**config.mk**
```make
export PLATFORM = sky130hd
export DESIGN_NAME = chip8_mem_arbiter
export DESIGN_NICKNAME = d
export VERILOG_FILES = /design/src/rtl/chip8_mem_pkg.sv /design/src/rtl/chip8_mem_arbiter.sv
export SDC_FILE = /design/constraint.sdc
export NUM_CORES = 1
export LEC_CHECK = 0
export ABC_CLOCK_PERIOD_IN_PS = 1800
export CAP_MARGIN = 20
export CORE_ASPECT_RATIO = 1.5
export CORE_MARGIN = 2
export CORE_UTILIZATION = 27
export DETAILED_ROUTE_END_ITERATION = 10
export PLACE_DENSITY_LB_ADDON = 0.3
export SLEW_MARGIN = 15
export SYNTH_ARGS = -nofsm -noshare
export SYNTH_HDL_FRONTEND = slang
export SYNTH_SLANG_ARGS = --single-unit
```
**constraint.sdc**
```tcl
create_clock -name clk -period 1.8 [get_ports clk]
set_input_delay 0.36 -clock clk [delete_from_list [all_inputs] [get_ports clk]]
set_output_delay 0.36 -clock clk [all_outputs]
set_load 0.005 [all_outputs]
```
**src/rtl/chip8_mem_pkg.sv**
```systemverilog
`default_nettype none
// ============================================================================
//  Module      : chip8_mem_pkg
//  Description : Shared widths, FSM state encoding and requester indices for
//                the CHIP-8 BRAM port-A arbiter.
//  Revision    : 1.0 - initial release
// ============================================================================
package chip8_mem_pkg;

    localparam int ADDR_W = 12;
    localparam int DATA_W = 8;

    // Arbiter FSM encoding
    localparam logic [1:0] ST_IDLE = 2'd0;
    localparam logic [1:0] ST_OWN0 = 2'd1;
    localparam logic [1:0] ST_OWN1 = 2'd2;

    // Requester indices
    localparam int REQ_CPU = 0;
    localparam int REQ_SPR = 1;

endpackage : chip8_mem_pkg
`default_nettype wire

```
**src/rtl/chip8_mem_arbiter.sv**
```systemverilog
`default_nettype none
// ============================================================================
//  Module      : chip8_mem_arbiter
//  Description : Two-requester arbiter (CPU = r0, sprite/loader = r1) in front
//                of BRAM port A. Registered owner FSM, per-owner burst limit,
//                registered read-valid routing (1-cycle BRAM latency).
//                Optional macro MEM_ARB_RR_EN: round-robin tie-break in IDLE;
//                without it r0 always wins a tie.
//  Revision    : 1.0 - initial release
// ============================================================================
module chip8_mem_arbiter
    import chip8_mem_pkg::*;
#(
    parameter int MAX_BURST = 16
) (
    input  logic              clk,
    input  logic              rst_n,
    input  logic              r0_req,
    input  logic              r0_we,
    input  logic [ADDR_W-1:0] r0_addr,
    input  logic [DATA_W-1:0] r0_wdata,
    output logic              r0_gnt,
    output logic [DATA_W-1:0] r0_rdata,
    output logic              r0_rvalid,
    input  logic              r1_req,
    input  logic              r1_we,
    input  logic [ADDR_W-1:0] r1_addr,
    input  logic [DATA_W-1:0] r1_wdata,
    output logic              r1_gnt,
    output logic [DATA_W-1:0] r1_rdata,
    output logic              r1_rvalid,
    output logic              mem_en,
    output logic              mem_write,
    output logic [ADDR_W-1:0] mem_addr,
    output logic [DATA_W-1:0] mem_wdata,
    input  logic [DATA_W-1:0] mem_rdata
);

    localparam logic [7:0] BURST_LIM = 8'(MAX_BURST - 1);

    logic [1:0]        state_q, state_d;
    logic [7:0]        cnt_q, cnt_d;
    logic [1:0]        pend_q, pend_d;
    logic [1:0]        tie_winner;

    logic              own_valid;
    logic              own_req;
    logic              own_we;
    logic [ADDR_W-1:0] own_addr;
    logic [DATA_W-1:0] own_wdata;
    logic              oth_req;
    logic [1:0]        oth_state;

`ifdef MEM_ARB_RR_EN
    logic last_q, last_d;

    // Remember which requester owned the port most recently for tie-breaks
    always_comb begin
        last_d = last_q;
        if (state_q == ST_OWN0) last_d = 1'b0;
        if (state_q == ST_OWN1) last_d = 1'b1;
        tie_winner = last_q ? ST_OWN0 : ST_OWN1;
    end

    // Last-owner register; resets to r1 so the CPU wins the first tie
    always_ff @(posedge clk or negedge rst_n) begin
        if (!rst_n) last_q <= 1'b1;
        else        last_q <= last_d;
    end
`else
    // Fixed priority: the CPU wins every tie
    always_comb tie_winner = ST_OWN0;
`endif

    // Select the owner's request lines and the other requester's req
    always_comb begin
        own_valid = 1'b0;
        own_req   = 1'b0;
        own_we    = 1'b0;
        own_addr  = '0;
        own_wdata = '0;
        oth_req   = 1'b0;
        oth_state = ST_IDLE;
        case (state_q)
            ST_OWN0: begin
                own_valid = 1'b1;
                own_req   = r0_req;
                own_we    = r0_we;
                own_addr  = r0_addr;
                own_wdata = r0_wdata;
                oth_req   = r1_req;
                oth_state = ST_OWN1;
            end
            ST_OWN1: begin
                own_valid = 1'b1;
                own_req   = r1_req;
                own_we    = r1_we;
                own_addr  = r1_addr;
                own_wdata = r1_wdata;
                oth_req   = r0_req;
                oth_state = ST_OWN0;
            end
            default: ;
        endcase
    end

    // Grants, memory port drive and read-data routing
    always_comb begin
        r0_gnt    = (state_q == ST_OWN0) && r0_req;
        r1_gnt    = (state_q == ST_OWN1) && r1_req;
        mem_en    = own_valid && own_req;
        mem_write = own_valid && own_req && own_we;
        mem_addr  = own_addr;
        mem_wdata = own_wdata;
        pend_d          = '0;
        pend_d[REQ_CPU] = r0_gnt && !r0_we;
        pend_d[REQ_SPR] = r1_gnt && !r1_we;
        r0_rvalid = pend_q[REQ_CPU];
        r1_rvalid = pend_q[REQ_SPR];
        r0_rdata  = pend_q[REQ_CPU] ? mem_rdata : '0;
        r1_rdata  = pend_q[REQ_SPR] ? mem_rdata : '0;
    end

    // Owner FSM with burst limit: yield only when someone else is waiting
    always_comb begin
        state_d = state_q;
        cnt_d   = cnt_q;
        case (state_q)
            ST_IDLE: begin
                cnt_d = '0;
                if (r0_req && r1_req) state_d = tie_winner;
                else if (r0_req)      state_d = ST_OWN0;
                else if (r1_req)      state_d = ST_OWN1;
            end
            ST_OWN0, ST_OWN1: begin
                if (!own_req) begin
                    // Owner released: hand over directly, no IDLE bubble
                    state_d = oth_req ? oth_state : ST_IDLE;
                    cnt_d   = '0;
                end else if (cnt_q == BURST_LIM && oth_req) begin
                    state_d = oth_state;
                    cnt_d   = '0;
                end else if (cnt_q != BURST_LIM) begin
                    cnt_d = cnt_q + 8'd1;
                end
            end
            default: begin
                state_d = ST_IDLE;
                cnt_d   = '0;
            end
        endcase
    end

    // State, burst counter and pending-read flags
    always_ff @(posedge clk or negedge rst_n) begin
        if (!rst_n) begin
            state_q <= ST_IDLE;
            cnt_q   <= '0;
            pend_q  <= '0;
        end else begin
            state_q <= state_d;
            cnt_q   <= cnt_d;
            pend_q  <= pend_d;
        end
    end

endmodule : chip8_mem_arbiter
`default_nettype wire

```
==> impl_metrics.toml, run 1 <==
[run_status]
status = "finished, violations left"
violations = "setup timing"

[pwr]
power.total_mw = 2.034
clkPwrFrac_pct = 15.0
p_sw_mw = 0.7184
power_density_nw_per_um2 = 919.9
p_sw_share_pct = 35.32
p_int_mw = 1.315
power_leakage_nw = 1.119
p_seq_share_pct = 17.2
vdd_drop_max_mv = 0.5797
power_frac_comb_pct = 67.7

[synth]
synthTopCellsByCount = "a22o_1 (21), and2_1 (18), dfrtp_1 (12)"
synth_area_per_cell_um2 = 8.459
synth_top_area_cell = "dfrtp_1"
synthFlopType = "dfrtp_1"
netlist_area_um2 = 989.7
async_flop_share_pct = 100.0
syn_inst = 117
ys_seq_area_share_pct = 30.34
yosysMostFrequentCell = "a22o_1"
yosys_register_bits = 12
synth.top_cell.area_share_pct = 30.34
syn-num-nets = 176
synthTopCellsByArea = "dfrtp_1 (30%), a22o_1 (19%), and2_1 (11%)"
ys_warn_count = 0
ys_types = 28
synth-edff-count = 0

[die]
pin_count = 96
dieArea_um2 = 4176
die_y_um = 78.15
coreArea_um2 = 3448
dieWidth_um = 53.44
row_count = 26
start_util_pct = 28.70

[timing]
rsz0062_at_grt = "yes"
tns_ns = -4.685
timing.final.ws_setup_ns = -0.2462
setup_viol = 24
finalCritPeriodShare_pct = 113.7
min_period_ns = 2.046
final_hold_viol_count = 0
worstMarginPinSlew_ns = 0.5824
fin_worst_skew_ns = 0.005293
relSlewSlack_pct = 61.05
fmaxAchievable_ghz = 0.4887
drv_slew = 0

[layout]
fillers = 320
n_antenna_cell = 0
syn_to_final_growth_pct = 123.4
drive_above_1_share_pct = 28.63
fin_nets = 294

[routing]
drt_iter0_markers = 18
first_pass_iters = 4
viasPerCell = 4.819
wire_per_inst_um = 14.58
ant_nets = 0
vias = 1330
drc = 0
wl_mm = 4.023

[job]
cap_viol_max_count = 0

[clock_tree]
cts_tree = "done"
clockRootBuffer = "clkbuf_8"
cts_buffers = 3
htreeDepth = 1
numClockSinks = 12
ctsHoldBuffers = 0
cts_buffer_depth = 2
clk_latency_ns = 0.25
cts.clk_slew.worst_paths_ns = 0.06

[setup_path]
crit_fanout = 11
critPathRequiredTime_ns = 1.44
critical_path_class = "flip-flop to output port"
critPathArrivalTime_ns = 1.69
crit_path_start_kind = "flip-flop"
crit_path_end_kind = "output port"
rrSetupSlack_ns = -0.02

[global_routing]
grt_pass1_vias = 1440
grt_pass1_wl_mm = 6.292
antenna_found_initial = 0
grt_overflow = 0
grt_usage_pct = 20.30
grt_max_degree = 23

[min_path]
min_path_type = "input pin to async pin"

[placement]
dp_hpwl_mm = 3.116
io_buffers = 95
gp_congestion = 0.8108
sequential cells by signal (all words and copies together), names as in the netlist:
name	flops
cnt_q	8
pend_q	2
state_q	2
cells by family after synthesis:
logic type               Yosys count  share of synthesized area (%)
AND/OR/NAND/NOR                   52                          28.57
AO/OA/AOI/OAI                     31                          24.65
flip-flops                        12                          30.34
buffers and inverters             11                          4.171
adder cells (fa/ha/maj)            5                          6.321
XOR/XNOR                           3                          2.655
multiplexers                       3                          3.287
per-stage QoR:
| step | util, % | hold slack [ns] | cell area, um^2 | setup WS, ns | cells |
|---|---|---|---|---|---|
| global placement | 61.14 | 0.4929 | 2108 | -0.3711 | 264 |
| global route | 64.11 | 0.5316 | 2211 | -0.2717 | 276 |
| finish | 64.11 | 0.4811 | 2211 | -0.2462 | 276 |
| CTS | 63.43 | 0.4916 | 2187 | -0.2793 | 275 |
| detailed placement | 61.14 | 0.5130 | 2108 | -0.4189 | 264 |
| floorplan | - | 0.06441 | 989.7 | 0.04469 | 117 |
cell type report:
type | instances | area (um^2) | share of cell area, %
Clock buffer | 4 | 55.05 | 2.490
Multi-Input combinational cell | 94 | 719.4 | 32.54
Sequential cell | 12 | 301.5 | 13.64
Tap cell | 42 | 52.55 | 2.377
Inverter | 7 | 31.28 | 1.415
Timing Repair Buffer | 117 | 1051 | 47.54
layer usage:
metal / wire length, um / track usage (%)
met2: 2319 / 39.75
met3: 247 / 4.753
met5: 0 / 0
met1: 1401 / 19.08
met4: 55 / 6.923
layout by cell type (no fill, tap or decap), types with 2 or more instances in the layout:
cell type        instances
clkdlybuf4s50_1         54
a22o_1                  21
buf_2                   20
and2_1                  17
buf_4                   17
dlygate4sd2_1           14
nor2_1                  11
dfrtp_1                 11
nand2_1                  6
nand3_1                  4
a21oi_1                  4
clkbuf_8                 4
dlymetal6s2s_1           4
inv_2                    3
nor3_1                   3
ha_4                     3
and2_4                   2
nand2_2                  2
inv_4                    2
nand2b_1                 2
mux2_4                   2
xnor2_1                  2
inv_1                    2
ha_1                     2
clkbuf_2                 2
buf_6                    2
buf_12                   2
power by group through the flow:
| stage | logic [mW] | registers, mW | clock network (mW) |
|---|---|---|---|
| 2_1_floorplan | 0.479 | 0.336 | 0 |
| 3_3_place_gp | 1.22 | 0.340 | 0 |
| 3_5_place_dp | 1.24 | 0.343 | 0 |
| 4_1_cts | 1.34 | 0.339 | 0.305 |
| 5_1_grt | 1.48 | 0.355 | 0.322 |
| 6_report | 1.38 | 0.351 | 0.306 |
worst max-delay path: stages, from the launching register on:
cell and delay, ns:
dfrtp_2 0.45, inv_4 0.09, ha_4 0.21, and2_4 0.17, buf_12 0.14, a22o_1 0.23
buf_2 0.13
path summary, 6_finish.rpt:
path / start / end / cells after the start
setup / recovery: state_q[0] / mem_addr[3] / 6
hold / removal: rst_n / cnt_q[3] / 1
setup reg to reg: state_q[0] / state_q[1] / 9
hold reg to reg: cnt_q[0] / cnt_q[0] / 1
max in group asynchronous: rst_n / state_q[0] / 1
min in group clk: cnt_q[0] / cnt_q[0] / 1
repair_timing:
item                       CTS  global route
pin swaps                    6             5
resized for setup          117            14
setup endpoints to repair   40            30
hold endpoints to repair     0             0
setup buffers                6             1
gates cloned                 1             0
No activity file was read; power rests on OpenSTA's default activity.
==> run 2, diff against run 1 <==
Settings changed: MAX_ROUTING_LAYER set to met4.
==> run 2 against run 1 <==
  * The run still ends with setup timing left
  * Register-to-register slack is essentially flat
  * Cell area is the same
  * Sequential cell count is the same
  * Wire length is essentially flat
  * Sequential share of layout area is the same
  * Clock power is essentially flat
  * Critical path depth is the same
  * Highest routed layer unchanged
==> impl_metrics.toml, run 2 (synthesis gave the netlist of run 1 again) <==
[die]
coreArea_um2 = 3448
pin_count = 96
die_y_um = 78.15
start_util_pct = 28.70
dieArea_um2 = 4176
dieWidth_um = 53.44
row_count = 26

[pwr]
clkPwrFrac_pct = 15.0
vdd_drop_max_mv = 0.5812
p_int_mw = 1.315
power_density_nw_per_um2 = 920.3
p_sw_share_pct = 35.35
p_sw_mw = 0.7192
power_leakage_nw = 1.119
p_seq_share_pct = 17.2
power.total_mw = 2.035
power_frac_comb_pct = 67.8

[layout]
final_cell_mix = "clkdlybuf4s50_1 (54), a22o_1 (21), buf_2 (20), and2_1 (17), buf_4 (17)"
reg.largest.list = "cnt_q x8, pend_q x2, state_q x2"
syn_to_final_growth_pct = 123.4
fillers = 320
final_core_util_pct = 64.11
final_common_cell = "clkdlybuf4s50_1"
drive_above_1_share_pct = 28.63
largest-register = "cnt_q"
n_antenna_cell = 0
largest_reg_flops = 8
fin_nets = 294

[setup_path]
rr_endpoint = "state_q[1]"
r2r-start = "state_q[0]"
critPathArrivalTime_ns = 1.69
r2r_cells = 9
slowest_stage = "dfrtp_2"
crit_path_end_kind = "output port"
critPathRequiredTime_ns = 1.44
critical_path_class = "flip-flop to output port"
critical-path-max-stage-delay_ns = 0.45
crit_chain = "inv_4, ha_4, and2_4, buf_12, a22o_1, buf_2"
crit_path_start_kind = "flip-flop"
rrSetupSlack_ns = -0.01
crit_start = "state_q[0]"
crit_fanout = 11

[clock_tree]
numClockSinks = 12
cts_tree = "done"
clk_latency_ns = 0.25
cts_buffers = 3
cts_buffer_depth = 2
clockRootBuffer = "clkbuf_8"
htreeDepth = 1
cts.clk_slew.worst_paths_ns = 0.06

[timing]
finalCritPeriodShare_pct = 113.7
relSlewSlack_pct = 61.25
drv_slew = 0
hold_ws_ns = 0.4804
final_hold_viol_count = 0
min_period_ns = 2.046
timing.final.ws_setup_ns = -0.2458
worstMarginPinSlew_ns = 0.5795
setup_viol = 24
rsz0062_at_grt = "yes"
fin_worst_skew_ns = 0.004912
fmaxAchievable_ghz = 0.4888
tns_ns = -4.589

[min_path]
min_path_type = "input pin to async pin"

[run_status]
violations = "setup timing"
status = "finished, violations left"

[routing]
ant_nets = 0
first_pass_iters = 4
wl_mm = 4.025
vias = 1337
wire_per_inst_um = 14.58
drt_iter0_markers = 25
drc = 0
viasPerCell = 4.844

[placement]
post-place-ws_ns = -0.4189
io_buffers = 95
gp_congestion = 0.8227
dp_hpwl_mm = 3.116

[job]
cap_viol_max_count = 0

[global_routing]
grt_max_degree = 23
grt_pass1_vias = 1440
grt_usage_pct = 20.82
grt_overflow = 0
antenna_found_initial = 0
grt_pass1_wl_mm = 6.292
==> run 2: cell counts in the layout (fill, tap and decap cells not counted) <==
No cell type changed its count.
==> run 2: how the worst max path moves through the flow <==
| stage | endpoint | slack [ns] | cells after the start |
|---|---|---|---|
| 2_1_floorplan | mem_addr[0] | 0.04 | 5 |
| 3_3_place_gp | mem_write | -0.37 | 6 |
| 3_5_place_dp | mem_addr[1] | -0.42 | 6 |
| 4_1_cts | r0_gnt | -0.28 | 6 |
| 5_1_grt | mem_wdata[6] | -0.27 | 6 |
| 6_report | mem_wdata[6] | -0.25 | 6 |
==> run 2: per-stage QoR <==
stage               cell area [um^2]  std cells
global placement                2108        264
finish                          2211        276
CTS                             2187        275
global route                    2211        276
detailed placement              2108        264
floorplan                      989.7        117
==> run 2: layout make-up <==
cell class | instances | area, um^2 | area share (%)
repair buffers | 117 | 1051 | 47.54
multi-input cells | 94 | 719.4 | 32.54
flip-flops and latches | 12 | 301.5 | 13.64
clock buffers | 4 | 55.05 | 2.490
well taps | 42 | 52.55 | 2.377
inverters | 7 | 31.28 | 1.415
==> run 2: worst max-delay path, delay by kind of cell, from the launching register on <==
kind	cells	cell delay, ns
AND/OR/NAND/NOR	1	0.17
adder cells (fa/ha/maj)	1	0.21
buffers and inverters	3	0.36
AO/OA/AOI/OAI	1	0.23
flip-flops	1	0.45
==> run 2: power groups by stage <==
stage	logic, mW	clock network (mW)	registers (mW)
2_1_floorplan	0.479	0	0.336
3_3_place_gp	1.22	0	0.340
3_5_place_dp	1.24	0	0.343
4_1_cts	1.34	0.305	0.339
5_1_grt	1.48	0.322	0.355
6_report	1.38	0.305	0.350
==> run 2: what timing repair did <==
| action | CTS | global route |
|---|---|---|
| setup buffers | 6 | 1 |
| setup endpoints to repair | 40 | 30 |
| gates cloned | 1 | 0 |
| gates resized for setup | 117 | 14 |
| hold buffers | 0 | 0 |
| pin swaps | 6 | 5 |
==> run 2: layer usage <==
layer / part of all wire [%] / vias up / track usage (%) / routed length (um)
met5: 0 / - / - / 0
met4: 1.4 / 0 / 6.923 / 55
met3: 5.7 / 5 / 2.471 / 231
met2: 57 / 69 / 39.75 / 2308
met1: 36 / 610 / 20.50 / 1430
li1: - / 653 / - / -
